[config.mk]
export PLATFORM = sky130hd
export DESIGN_NAME = periph_bus_arbiter
export DESIGN_NICKNAME = d
export VERILOG_FILES = /design/src/rtl/periph_bus_arbiter.sv
export SDC_FILE = /design/constraint.sdc
export NUM_CORES = 1
export LEC_CHECK = 0
export ABC_AREA = 1
export CELL_PAD_IN_SITES_DETAIL_PLACEMENT = 0
export CELL_PAD_IN_SITES_GLOBAL_PLACEMENT = 1
export CORE_MARGIN = 2
export CORE_UTILIZATION = 24
export CTS_CLUSTER_DIAMETER = 60
export DETAILED_ROUTE_END_ITERATION = 6
export PLACE_DENSITY_LB_ADDON = 0.3
export SLEW_MARGIN = 20
export SYNTH_ARGS = -nofsm -noshare
export SYNTH_HDL_FRONTEND = slang
export SYNTH_SLANG_ARGS = --single-unit
[constraint.sdc]
create_clock -name clk -period 1.94 [get_ports clk]
set_input_delay 0.388 -clock clk [delete_from_list [all_inputs] [get_ports clk]]
set_output_delay 0.388 -clock clk [all_outputs]
set_load 0.005 [all_outputs]
[src/rtl/periph_bus_arbiter.sv]
// Two-master round-robin arbiter and sequencer for the 16-bit peripheral register bus.
// Holds id/strobes for WAIT_CYCLES+1 cycles, captures read data, then pulses the granted master's ack.
module periph_bus_arbiter #(
  parameter int unsigned WAIT_CYCLES = 1
) (
  input  logic        clk,
  input  logic        reset_n,
  input  logic        m0_req,
  input  logic        m0_we,
  input  logic [15:0] m0_id,
  input  logic [15:0] m0_wdata,
  output logic        m0_ack,
  output logic [15:0] m0_rdata,
  input  logic        m1_req,
  input  logic        m1_we,
  input  logic [15:0] m1_id,
  input  logic [15:0] m1_wdata,
  output logic        m1_ack,
  output logic [15:0] m1_rdata,
  output logic [15:0] bus_id,
  output logic        bus_read,
  output logic        bus_write,
  output logic [15:0] bus_wdata,
  input  logic [15:0] bus_rdata,
  output logic        busy,
  output logic        owner
);

  typedef enum logic [1:0] {IDLE, ACCESS, ACK} state_t;

  localparam logic [7:0] WAIT_INIT = 8'(WAIT_CYCLES);

  state_t      state, state_nx;
  logic [7:0]  count, count_nx;
  logic        m0_ack_nx, m1_ack_nx, owner_nx, busy_nx;
  logic        bus_read_nx, bus_write_nx;
  logic [15:0] m0_rdata_nx, m1_rdata_nx, bus_id_nx, bus_wdata_nx;

  logic        grant;
  logic        sel_we;
  logic [15:0] sel_id, sel_wdata;

  // On contention the master that did not win last time gets the bus.
  assign grant     = (m0_req & m1_req) ? ~owner : m1_req;
  assign sel_we    = grant ? m1_we    : m0_we;
  assign sel_id    = grant ? m1_id    : m0_id;
  assign sel_wdata = grant ? m1_wdata : m0_wdata;

  always_ff @(posedge clk) begin
    if (!reset_n) begin
      state     <= IDLE;
      count     <= 8'd0;
      m0_ack    <= 1'b0;
      m1_ack    <= 1'b0;
      m0_rdata  <= 16'd0;
      m1_rdata  <= 16'd0;
      bus_id    <= 16'd0;
      bus_read  <= 1'b0;
      bus_write <= 1'b0;
      bus_wdata <= 16'd0;
      busy      <= 1'b0;
      owner     <= 1'b1;
    end else begin
      state     <= state_nx;
      count     <= count_nx;
      m0_ack    <= m0_ack_nx;
      m1_ack    <= m1_ack_nx;
      m0_rdata  <= m0_rdata_nx;
      m1_rdata  <= m1_rdata_nx;
      bus_id    <= bus_id_nx;
      bus_read  <= bus_read_nx;
      bus_write <= bus_write_nx;
      bus_wdata <= bus_wdata_nx;
      busy      <= busy_nx;
      owner     <= owner_nx;
    end
  end

  always_comb begin
    state_nx     = state;
    count_nx     = count;
    m0_ack_nx    = 1'b0;
    m1_ack_nx    = 1'b0;
    m0_rdata_nx  = m0_rdata;
    m1_rdata_nx  = m1_rdata;
    bus_id_nx    = bus_id;
    bus_read_nx  = bus_read;
    bus_write_nx = bus_write;
    bus_wdata_nx = bus_wdata;
    busy_nx      = busy;
    owner_nx     = owner;

    case (state)
      IDLE: begin
        bus_id_nx    = 16'd0;
        bus_read_nx  = 1'b0;
        bus_write_nx = 1'b0;
        bus_wdata_nx = 16'd0;
        busy_nx      = 1'b0;
        if (m0_req | m1_req) begin
          owner_nx     = grant;
          bus_id_nx    = sel_id;
          bus_read_nx  = ~sel_we;
          bus_write_nx = sel_we;
          bus_wdata_nx = sel_we ? sel_wdata : 16'd0;
          busy_nx      = 1'b1;
          count_nx     = WAIT_INIT;
          state_nx     = ACCESS;
        end
      end

      ACCESS: begin
        if (count != 8'd0) begin
          count_nx = count - 8'd1;
        end else begin
          // owner names the granted master for the whole transaction.
          if (bus_read) begin
            if (owner) m1_rdata_nx = bus_rdata;
            else       m0_rdata_nx = bus_rdata;
          end
          m0_ack_nx    = ~owner;
          m1_ack_nx    = owner;
          bus_id_nx    = 16'd0;
          bus_read_nx  = 1'b0;
          bus_write_nx = 1'b0;
          bus_wdata_nx = 16'd0;
          state_nx     = ACK;
        end
      end

      ACK: begin
        busy_nx  = 1'b0;
        state_nx = IDLE;
      end

      default: begin
        state_nx = IDLE;
      end
    endcase
  end

endmodule

==> metrics <==
status=finished, final reports clean; DRC violation total after the first TritonRoute iteration=135; total wire length after detailed routing=10,800 um; share of layout cells above drive strength 1=15.4%; Max Cap Violations=0; cell types occupying the most area after synthesis=sky130_fd_sc_hd__dfxtp_1 (43%), sky130_fd_sc_hd__nand2_1 (11%), sky130_fd_sc_hd__a21oi_2 (8.7%); slew at the pin closest to its max-slew limit=0.524 ns; count of TritonRoute iterations in the first routing pass=4; Post-CTS Resized=0; share of the yosys chip area belonging to registers=43.2%; critical path startpoint=owner$_SDFFE_PN1P_; via count of the first global-routing pass=3,297; worst reg-to-reg path cell count=8; initial antenna violation count=0; worst path bufs/invs=1; total setup violations reported at the end of the flow=0; minimum clock period=1.77 ns; hold path startpoint=busy$_SDFFE_PN0P_; remaining antenna violation count=0; clock-pin slew of the registers on the worst-case setup and hold paths=0.06 ns; number of gates on the worst path with buffers counted=1; finished layout cell area=5790 um^2; CTS tree=built; standby leakage power=2.19 nW; critical path's top delay family=buffers and inverters; Post-route DRC=0; worst endpoint data arrival time=1.39 ns; share of the clock period used by the worst path=91.5%; Final TNS setup=0 ns; total clock buffers created by CTS=9; kind of end point of the critical path=output pin; # H-tree levels=3; DR vias=3,441; setup repair after global routing missed its margin=yes; RD Place Congestion=0.790; delay of the slowest cell on the worst path=0.57 ns; non-filler cells in the finished layout=816; Clk Latency, worst-skew pair=0.34 ns; Ant. Diodes=0; top-level I/O count=156; Pwr per Cell Area=974 nW/um^2; synthesized area divided by synthesized cell count=7.93 um^2; maximum vdd drop=0.427 mV; count of hold buffers inserted by post-cts repair=0; Layout Skew=0.00934 ns; maximum clock path buffer count=2; Max transition margin=65.0%; Slowest-stage cell, CP=sky130_fd_sc_hd__clkdlybuf4s50_1; number of stages on the worst hold path=2; Post-CTS Repair Setup Buffers=0; Mapped Area=3710 um^2; detailed-routed wire length on met2=4840 um; Placement Cell Area=5460 um^2; Std-Cell Core Area=15,100 um^2; number of buffers inserted by port buffering=155; Post-Syn Instances=468; count of synthesis-stage warnings from yosys=0; starting density of the core=24.5%; Die X-Extent=128 um; Total Routing Usage GR=12.7%; FILL cells=1,550; Hold Fails Final Rpt=0; synthesized flop and latch total=80; Achievable Freq=563 MHz; Placed Cells=798; Netlist cell types=29; Post-Synthesis Net Count=556; uppermost signal routing layer after detailed routing=met4; Area growth, synth to finish=56.0%; startpoint class of the critical path=flop; number of vias per cell=4.22; Die ar.=16,500 um^2; site row count=45; Crit Reg-Reg Startpoint=count[0]$_SDFFE_PN0P_; worst hold path class=flop to flop; maximum number of pins on one net before global-route repair=46; routed length on met3=752 um; number of clock sinks seen by CTS=80; global-route congestion overflow total=0; Die H=128 um; CP Cell Sequence=clkdlybuf4s50_1; Worst Path Required=1.55 ns; sum of net half-perimeters after detailed placement=7520 um; number of pins with negative max-slew slack in the final report=0; top cell type by total area after synthesis=sky130_fd_sc_hd__dfxtp_1; wire length per cell after detailed routing=13.2 um; WL met1=4980 um; first-pass GRT wire length=16,400 um; Post-layout nets=711; highest fanout seen on the critical path=7; clock tree root driver cell=sky130_fd_sc_hd__clkbuf_16; type of the setup path with the least slack=flop to output pin; fraction of post-synthesis cell area in the top cell type by area=43.2%
cells in the final DEF (no fill, tap or decap), drive strengths merged:
cell type,count
a21oi,75
buf,12
bufinv,1
clkbuf,10
clkdlybuf4s50,155
clkinv,4
clkinvlp,1
dfxtp,80
ha,2
inv,62
nand2,120
nand3,9
nor2,23
nor3,1
o21a,32
o21ai,37
or2,1
xor2,3
power by group:
part           total (mW)  internal, mW  switching, mW
sequential           1.98          1.84          0.139
combinational        1.93         0.892           1.04
clock                1.72          1.00          0.717
total                5.64          3.74           1.90
cell usage after synthesis, drive strengths merged:
master	count
nand2	120
inv	62
nor3	1
a21oi	75
dfxtp	80
xor2	3
or2	1
buf	21
ha	2
o21ai	37
nand3	7
clkbuf	4
o21a	32
nor2	23
layout make-up:
| type | instances | area [um^2] | area share, % |
|---|---|---|---|
| Clock buffer | 10 | 229 | 3.96 |
| Clock inverter | 6 | 68.8 | 1.19 |
| Inverter | 62 | 234 | 4.04 |
| Multi-Input combinational cell | 303 | 1740 | 30.1 |
| Sequential cell | 80 | 1600 | 27.7 |
| Tap cell | 188 | 235 | 4.06 |
| Timing Repair Buffer | 167 | 1680 | 29.0 |
state kept, by name, summed over array words and instances (netlist names), 2 cells and up:
register	flops
count	8
state	2
m0_rdata	16
bus_wdata	16
m1_rdata	16
bus_id	16
logic make-up after synthesis:
group | after synthesis | share of synthesized area (%)
compound gates | 144 | 25.8
fa+ha+maj | 2 | 0.674
simple gates | 152 | 18.7
buf+inv | 87 | 10.9
xor+xnor | 3 | 0.708
flops | 80 | 43.2
layer usage:
layer | GRT usage, % | up-vias
met2 | 19.0 | 100
met4 | 6.01 | 0
met1 | 16.4 | 1521
met5 | 0 | -
li1 | - | 1809
met3 | 4.62 | 11
per-stage QoR:
step / total power [mW] / util [%] / setup slack (ns) / hold WS [ns]
after floorplan: 3.13 / - / 0.488 / 0.452
after global placement: 3.90 / 36.0 / 0.103 / 0.448
after detailed placement: 3.90 / 36.0 / 0.0608 / 0.454
after CTS: 5.67 / 38.0 / 0.0763 / 0.467
after global routing: 6.02 / 38.2 / -0.00206 / 0.480
final: 5.64 / 38.2 / 0.165 / 0.459
final timing paths:
check / slack [ns] / end
max: 0.17 / owner
min: 0.46 / busy$_SDFFE_PN0P_
max reg2reg: 0.19 / m1_rdata[0]$_SDFFE_PN0P_
min reg2reg: 0.46 / busy$_SDFFE_PN0P_
Power figures use the tool's default switching activity.
